[config.mk]
export PLATFORM = sky130hd
export DESIGN_NAME = sprite_blitter
export DESIGN_NICKNAME = d
export VERILOG_FILES = /design/src/rtl/sprite_blitter.sv
export SDC_FILE = /design/constraint.sdc
export NUM_CORES = 1
export LEC_CHECK = 0
export CORE_UTILIZATION = 50
export CTS_CLUSTER_SIZE = 10
export DETAILED_ROUTE_END_ITERATION = 16
export GPL_ROUTABILITY_DRIVEN = 0
export HOLD_SLACK_MARGIN = 0.15
export PLACE_DENSITY = 0.8
export SKIP_CTS_REPAIR_TIMING = 1
export SLEW_MARGIN = 20
export SYNTH_ARGS = -nofsm -noshare
export SYNTH_HDL_FRONTEND = slang
export SYNTH_SLANG_ARGS = --single-unit
[constraint.sdc]
create_clock -name clk -period 4.3 [get_ports clk]
set_input_delay 0.43 -clock clk [delete_from_list [all_inputs] [get_ports clk]]
set_output_delay 0.43 -clock clk [all_outputs]
set_load 0.02 [all_outputs]
[src/rtl/sprite_blitter.sv]
// sprite_blitter: copies one 32x32 sprite frame from the sprite ROM into the
// word-organised framebuffer at pixel (x,y). Each sprite row is split across at
// most two framebuffer words. Those words are updated by read-modify-write using
// OR or XOR, and the XOR mode reports when it clears a lit pixel.
module sprite_blitter #(
  parameter int FB_WPR     = 20,
  parameter int FB_ROWS    = 480,
  parameter int FRAME_ROWS = 32,
  parameter int NUM_FRAMES = 5,
  parameter int FB_AW      = 14
) (
  input  logic             clk,
  input  logic             reset_n,
  input  logic             start,
  input  logic [2:0]       frame,
  input  logic [9:0]       x,
  input  logic [8:0]       y,
  input  logic             xor_mode,
  output logic             busy,
  output logic             done,
  output logic             collision,
  output logic [7:0]       rom_addr,
  input  logic [31:0]      rom_data,
  output logic [FB_AW-1:0] fb_addr,
  output logic             fb_rd_en,
  input  logic [31:0]      fb_rdata,
  output logic             fb_wr_en,
  output logic [31:0]      fb_wdata
);

  localparam int RW = $clog2(FRAME_ROWS);
  localparam logic [5:0] WPR = 6'(FB_WPR);
  localparam logic [3:0] NFRAMES = 4'(NUM_FRAMES);
  localparam logic [9:0] NROWS = 10'(FB_ROWS);

  typedef enum logic [2:0] {
    S_IDLE,
    S_ROW,
    S_RD_L,
    S_WR_L,
    S_RD_R,
    S_WR_R,
    S_DONE
  } state_t;

  state_t state;
  state_t state_nx;

  logic [2:0]    frame_q;
  logic [4:0]    word_q;
  logic [4:0]    shift_q;
  logic [8:0]    y_q;
  logic          xor_q;
  logic [RW-1:0] row_q;

  logic [9:0]  row_y;
  logic [5:0]  word_r;
  logic        row_clip;
  logic        has_right;
  logic        last_row;
  logic        frame_ok;
  logic        row_end;
  logic [31:0] part_l;
  logic [31:0] part_r;
  logic [31:0] cur_part;
  logic [31:0] merged;
  logic [5:0]  cur_word;
  logic        right_side;

  // Row geometry, clipping decisions and the pixel data to merge into the current word
  always_comb begin
    row_y      = {1'b0, y_q} + 10'(row_q);
    word_r     = {1'b0, word_q} + 6'd1;
    row_clip   = (row_y >= NROWS) || ({1'b0, word_q} >= WPR);
    has_right  = (shift_q != 5'd0) && (word_r < WPR);
    last_row   = (row_q == RW'(FRAME_ROWS - 1));
    frame_ok   = ({1'b0, frame} < NFRAMES);
    right_side = (state == S_RD_R) || (state == S_WR_R);
    part_l     = rom_data >> shift_q;
    part_r     = rom_data << (6'd32 - {1'b0, shift_q});
    cur_part   = right_side ? part_r : part_l;
    merged     = xor_q ? (fb_rdata ^ cur_part) : (fb_rdata | cur_part);
    cur_word   = right_side ? word_r : {1'b0, word_q};
    row_end    = ((state == S_ROW) && row_clip) ||
                 ((state == S_WR_L) && !has_right) ||
                 (state == S_WR_R);
  end

  // State register; reset aborts any blit in progress
  always_ff @(posedge clk or negedge reset_n) begin
    if (!reset_n) begin
      state <= S_IDLE;
    end else begin
      state <= state_nx;
    end
  end

  // Next-state logic: ROW decides clip/draw, the last state of a row advances the row counter
  always_comb begin
    state_nx = state;
    case (state)
      S_IDLE: begin
        if (start) begin
          state_nx = frame_ok ? S_ROW : S_DONE;
        end
      end
      S_ROW: begin
        if (row_clip) begin
          state_nx = last_row ? S_DONE : S_ROW;
        end else begin
          state_nx = S_RD_L;
        end
      end
      S_RD_L: state_nx = S_WR_L;
      S_WR_L: begin
        if (has_right) begin
          state_nx = S_RD_R;
        end else begin
          state_nx = last_row ? S_DONE : S_ROW;
        end
      end
      S_RD_R: state_nx = S_WR_R;
      S_WR_R: state_nx = last_row ? S_DONE : S_ROW;
      S_DONE: state_nx = S_IDLE;
      default: state_nx = S_IDLE;
    endcase
  end

  // Blit parameters latched on an accepted start, row counter and sticky collision flag
  always_ff @(posedge clk or negedge reset_n) begin
    if (!reset_n) begin
      frame_q   <= '0;
      word_q    <= '0;
      shift_q   <= '0;
      y_q       <= '0;
      xor_q     <= 1'b0;
      row_q     <= '0;
      collision <= 1'b0;
    end else if ((state == S_IDLE) && start) begin
      frame_q   <= frame;
      word_q    <= x[9:5];
      shift_q   <= x[4:0];
      y_q       <= y;
      xor_q     <= xor_mode;
      row_q     <= '0;
      collision <= 1'b0;
    end else begin
      if (row_end) begin
        row_q <= row_q + 1'b1;
      end
      if (fb_wr_en && xor_q && ((fb_rdata & cur_part) != 32'd0)) begin
        collision <= 1'b1;
      end
    end
  end

  // Memory-side strobes, addresses and write data decoded from the current state
  always_comb begin
    busy     = (state != S_IDLE);
    done     = (state == S_DONE);
    fb_rd_en = (state == S_RD_L) || (state == S_RD_R);
    fb_wr_en = (state == S_WR_L) || (state == S_WR_R);
    rom_addr = 8'(32'(frame_q) * FRAME_ROWS + 32'(row_q));
    fb_addr  = '0;
    fb_wdata = 32'd0;
    if (fb_rd_en || fb_wr_en) begin
      fb_addr = FB_AW'(32'(row_y) * FB_WPR + 32'(cur_word));
    end
    if (fb_wr_en) begin
      fb_wdata = merged;
    end
  end

endmodule
# Yosys cells after proc, flatten, opt, wreduce, memory -nomap -nowiden
# Index checks and enable logic that the tools add are counted.
# W data, S select, Z words.
[op_classes] n_addsub=6 n_mul=1 order_cmp=4 n_eq_ne=8 n_shift=2 mux=15 n_bitwise=3 reduce_logical=20
[op_table] cell="$mux W32" n=3
[op_table] cell="$and A32 B32 Y32" n=1
[op_table] cell="$or A32 B32 Y32" n=1
[op_table] cell="$reduce_bool A32 Y1" n=1
[op_table] cell="$shl A32 B6 Y32" n=1
[op_table] cell="$shr A32 B5 Y32" n=1
[op_table] cell="$xor A32 B32 Y32" n=1
[op_table] cell="$pmux W3 S6" n=1
[op_table] cell="$mux W3" n=5
[op_table] cell="$add A14 B6 Y14" n=1
[op_table] cell="$mux W14" n=1
[op_table] cell="$mul A10 B3 Y12 const B" n=1
[op_table] cell="$add A9 B5 Y10" n=1
[op_table] cell="$ge A10 B9 Y1 const B" n=1
[op_table] cell="$mux W5" n=2
[op_table] cell="$eq A3 B3 Y1 const B" n=3
[op_table] cell="$add A8 B5 Y8" n=1
[op_table] cell="$logic_or A1 B1 Y1" n=7
[op_table] cell="$add A5 B1 Y6 const B" n=1
[op_table] cell="$eq A3 B2 Y1 const B" n=2
[op_table] cell="$logic_and A1 B1 Y1" n=6
[op_table] cell="$lt A6 B5 Y1 const B" n=1
[op_table] cell="$mux W6" n=1
[op_table] cell="$sub A6 B5 Y6 const A" n=1
[op_table] cell="12 further kinds" n=14
[totals] ff_bits=32

# Longest topological paths before layout
# Gate-level depths: netlist of run 1.
[logic_depth] depth_word=9 mapped_depth=20 depth_no_buf=16

# Least setup slack after synthesis of run 1
# No wires, ideal clock.
[synth_timing] kind="register to output" startpoint="register row_q[0]" endpoint="output port fb_addr[13]" t_arrival_ns=4.341 path_slack_ns=-0.471 path_stages_with_launch=16 path_cell_list="dfrtp_1 ha_1 inv_1 fa_1 nor2b_1 o31a_4 o21ai_0 xnor2_1 ha_1 ha_1 o21a_1 o31a_1 a21oi_2 or4b_4 nand2b_4 o41ai_1"
[synth_via] elab_chain_len=4
[synth_rtl] item="from (decl)" line="54" text="logic [RW-1:0] row_q;"
[synth_rtl] item="from (signal assigned)" line="149" text="row_q <= row_q + 1'b1;"
[synth_rtl] item="$add A9 B5 Y10" line="72" text="row_y = {1'b0, y_q} + 10'(row_q);"
[synth_rtl] item="$mul A10 B3 Y12" line="167" text="fb_addr = FB_AW'(32'(row_y) * FB_WPR + 32'(cur_word));"
[synth_rtl] item="$add A14 B6 Y14" line="167"
[synth_rtl] item="$mux W14" line="166" text="if (fb_rd_en || fb_wr_en) begin"
[synth_rtl] item="to (decl)" line="24" text="output logic [FB_AW-1:0] fb_addr,"
# No other way between the ends.

# Final worst setup path of run 1
[layout_timing] startpoint="register row_q[1]" endpoint="output port fb_addr[13]"
# Same word-level chain as after synthesis.

==> results.txt, run 1 <==
- In this run the critical register-to-register path is captured at collision.
- Of the cells placed in the final design, the portion with a size suffix greater than 1 is between 10% and 20%.
- Final core area utilization: between 60% and 70%
- Register-to-register setup slack: ~540 ps
- Routed wire length on met2: roughly 11000 µm
- Growth of design area from synthesis to finish: 33.7%
- For hold timing, the worst endpoint is frame_q[1].
- At the worst endpoint, the required time is just under 4000 ps.
- Once the floorplan was initialized, standard cells occupied between 50% and 60% of the core.
- Dividing the synthesized area by the synthesized cell count gives roughly 7.7 µm².
* Detail Route met3 WL: between 2000 and 2500 µm
* Syn Std Cell Area: between 7000 and 8000 µm²
* Startpoint of the most critical hold path: frame_q[1]
- The via count of the first global-routing pass came to just under 8000.
- Metal1 wirelength: 11100 µm
* Portion of the post-synthesis area used by sequential elements: between 10% and 20%
- Die X: about 130 µm
- Global routing used between 20% and 30% of the available tracks.
- Nets: 1380
- After detailed routing, the average wire length per cell comes to around 18 µm.
- Synthesized-area fraction occupied by and/or/nand/nor cells: a little under a quarter
* Cells along the critical path: ha_4 > a21o_1 > a211oi_1 > nor2_1 > ha_1 > ha_1 > inv_1 > fa_2 > nor2b_1 > o21ai_0 > a21oi_2 > or4b_4 > nand2b_4 > o311ai_4 > o41ai_4 > buf_4
- STA classifies the critical path startpoint as a flip-flop.
- Vertical extent of the die: roughly 130 µm
- For this run, asynchronously set or reset flops after synthesis account for 100%.
* Number of cell rows: 45
- The synthesized netlist devotes 19.2% of its cell area to compound gates.
- DIE AREA: 16400 µm²
- The highest layer touched by signal routing is met5.
- In the post-route analysis, the smallest setup slack over all paths is -304 ps.
* Most common flop cell mapped by yosys: sky130_fd_sc_hd__dfrtp_1
- Run status: finished, violations left
- Sort of element at the end of the critical path: output port
- In the synthesized netlist, mux cells make up roughly 23% of the area.
- For this block, the initial DRC count from the detailed router was 857.
- For this run the aggregate overflow at the end of global routing stands at 0.
* Clock insertion delay at the later pin of the skew report: around 280 ps
- Setup violations remaining at the end of the flow were counted as 3.
* Initial antenna violation count: 1
- On the worst path, the slowest cell contributes a delay of between 500 and 600 ps.
- TritonCTS built the clock tree.
- CTS saw 32 sinks.
- Clk root buf: sky130_fd_sc_hd__clkbuf_16
- Measured in cells, the most critical reg-to-reg path has a length of 12.
- In this run the worst hold path is classified as reg2reg.
- The worst pin sits at a relative slew slack of about a third.
- Pins over their slew limit: 0
* Worst-case clock skew: ~1.6 ps
- When the netlist entered floorplanning its net count stood at ~1200.
- DP Area: roughly 10000 µm²
- Number of buffers inserted by port buffering: approximately 150
- The final layout contains routed wiring with a total length of roughly 25000 µm.
* Critical path type: reg2out
- The startpoint identified for the worst register-to-register timing path is shift_q[0].
- After synthesis, the largest family of logic cells by area is multiplexers.
- The pre-antenna-repair detailed-routing pass consisted of 8 iterations.
* Number of diodes: 0
- The count of final hold-check violations came to 0.
* Pin count of the biggest net entering global routing: between 60 and 70
- After legalization and detailed placement, the total HPWL measured 19200 µm.
- Worst-path maximum fanout: 4
- After routing, the total negative slack on setup checks comes to -772 ps.
- Remaining routing DRC violations: 0
- The clock tree synthesis step divided the H-tree into 2 levels.
* Most common cell after layout, fill and taps aside: sky130_fd_sc_hd__nand2_1
- The total area inside the core boundary comes to 15300 µm².
- Num ports: 149
* Xor/xnor cell area share of the yosys netlist: 2.56%
- Number of synthesized register bits: 32
* Hold Path Cell Cnt: 2
- Clock slew at the register clock pins of the worst setup and hold paths: 50 ps
- Worst path most repeated cell: sky130_fd_sc_hd__ha_1
- Number of warning messages in the yosys log: 0
- After technology mapping, the gate count stands at 1031.
- Maximum achievable frequency: ~220 MHz
- Count of antenna-violating nets left after detailed routing: 0
- Commonest non-fill, non-tap cells in the layout: 158 x sky130_fd_sc_hd__nand2_1, 137 x sky130_fd_sc_hd__nor2_1, 121 x sky130_fd_sc_hd__clkdlybuf4s50_1, 84 x sky130_fd_sc_hd__ha_1, 70 x sky130_fd_sc_hd__buf_4
- Distinct cell type count of the synthesized netlist: 80
- Violations in the final reports: negative setup slack
* First-pass GRT wire length: just under 40000 µm
- Counting the fill cells in the layout gives about 1200.
- The routed design could run at a clock period as short as between 4000 and 5000 ps.
* Max-cap violations: 0
- For this block, the via count after detailed routing is ~8500.
- Routed via count divided by cell count: a little over 6
- Unrepaired setup endpoints after global routing: yes
- Maximum number of buffers from clock root to sink: 2
- Summing the areas of all fa, ha and maj instances in the mapped netlist gives 15.4% of the synthesized area.
* Standard cell with the maximum stage delay on the critical path: sky130_fd_sc_hd__or4b_4
- The finished cells cover roughly 11000 µm².
* WP data arrival: around 4200 ps
- The number of clock buffers added by TritonCTS is 5.
- Least-Margin Pin Slew: ~1000 ps
- Counting flops with a built-in enable in the synthesized netlist gives 0.
- After layout, the worst path uses 107% of the clock period.
-- worst max path at each step --
stage              from          end  slack (ps)  cells after the start
6_report       row_q[1]  fb_addr[13]        -300                     16
5_1_grt        row_q[1]  fb_addr[13]        -450                     16
4_1_cts        row_q[1]  fb_addr[11]        -910                     14
3_5_place_dp     y_q[0]  fb_addr[11]        -600                     16
3_3_place_gp   row_q[1]  fb_addr[11]        -490                     14
2_1_floorplan  row_q[0]  fb_addr[11]           8                     15
-- per-layer routing --
layer | vias to the layer above | GRT usage [%]
li1 | 4013 | -
met1 | 3983 | 41.4
met4 | 2 | 6.64
met5 | - | 0
met3 | 67 | 4.84
met2 | 453 | 46.0
-- metrics by stage --
step	hold WS (ps)	cells	worst slack [ps]
2_1_floorplan	134	1031	7.57
3_3_place_gp	460	1393	-491
3_5_place_dp	467	1393	-595
4_1_cts	479	1401	-910
5_1_grt	537	1406	-446
6_report	473	1406	-304
-- logic make-up after synthesis --
kind of cell               after synthesis
and+or+nand+nor                        400
muxes                                  117
DFF                                     32
adders and majority gates               96
AOI/OAI and AO/OA                      232
buffers and inverters                  133
xor gates and xnor gates                21
-- Yosys cell counts (9+ instances only) --
library cell	n	area [µm²]
sky130_fd_sc_hd__a211oi_1	18	135
sky130_fd_sc_hd__and3_1	10	62.6
sky130_fd_sc_hd__xnor2_1	14	123
sky130_fd_sc_hd__o21a_1	9	67.6
sky130_fd_sc_hd__mux2i_1	49	490
sky130_fd_sc_hd__a21oi_1	78	390
sky130_fd_sc_hd__dfrtp_1	32	801
sky130_fd_sc_hd__a21o_1	11	82.6
sky130_fd_sc_hd__nor3_1	11	55.1
sky130_fd_sc_hd__nand3_1	12	60.1
sky130_fd_sc_hd__mux2_2	21	236
sky130_fd_sc_hd__o22ai_1	12	75.1
sky130_fd_sc_hd__clkbuf_1	38	143
sky130_fd_sc_hd__buf_2	14	70.1
sky130_fd_sc_hd__ha_1	93	1160
sky130_fd_sc_hd__inv_1	64	240
sky130_fd_sc_hd__o21ai_0	43	215
sky130_fd_sc_hd__nand2_1	158	593
sky130_fd_sc_hd__mux4_2	40	901
sky130_fd_sc_hd__nor2_1	140	526
-- critical path: cells and delay by family, from the launching register on --
kind	cells	cell delay [ps]
AOI/OAI and AO/OA	6	1180
buffers and inverters	2	230
and+or+nand+nor	4	990
DFF	1	430
adders and majority gates	4	1070
-- state kept, by name, summed over array words and instances, names as in the netlist --
name and flops:
collision 1, y_q 9, word_q 5, frame_q 3, xor_q 1, state 3
shift_q 5, row_q 5
-- cell type report --
type / count / area [µm²] / share of cell area (%)
well taps: 211 / 264 / 2.49
inverters: 66 / 248 / 2.34
clock buffers: 8 / 156 / 1.48
multi-input cells: 866 / 6940 / 65.5
repair buffers: 223 / 2190 / 20.6
flip-flops and latches: 32 / 807 / 7.62
Power of run 1 is left out: the tool's default activity adds up to more than one toggle a clock period on the data nets, which glitch-free logic cannot reach.
==> run 2, diff against run 1 <==
--- a/config.mk
+++ b/config.mk
@@ -9,6 +9,7 @@
 export CTS_CLUSTER_SIZE = 10
 export DETAILED_ROUTE_END_ITERATION = 16
 export GPL_ROUTABILITY_DRIVEN = 0
+export GPL_TIMING_DRIVEN = 1
 export HOLD_SLACK_MARGIN = 0.15
 export PLACE_DENSITY = 0.8
 export SKIP_CTS_REPAIR_TIMING = 1
==> results of run 2 <==
The final DEF is identical to that of run 1; final timing and power are the same.
Power of run 2 is left out for the same reason.
==> run 3, diff against run 2 <==
--- a/config.mk
+++ b/config.mk
@@ -5,6 +5,7 @@
 export SDC_FILE = /design/constraint.sdc
 export NUM_CORES = 1
 export LEC_CHECK = 0
+export CAP_MARGIN = 20
 export CORE_UTILIZATION = 50
 export CTS_CLUSTER_SIZE = 10
 export DETAILED_ROUTE_END_ITERATION = 16
==> results of run 3 <==
The final DEF is identical to that of run 1; final timing and power are the same.
Power of run 3 is left out for the same reason.
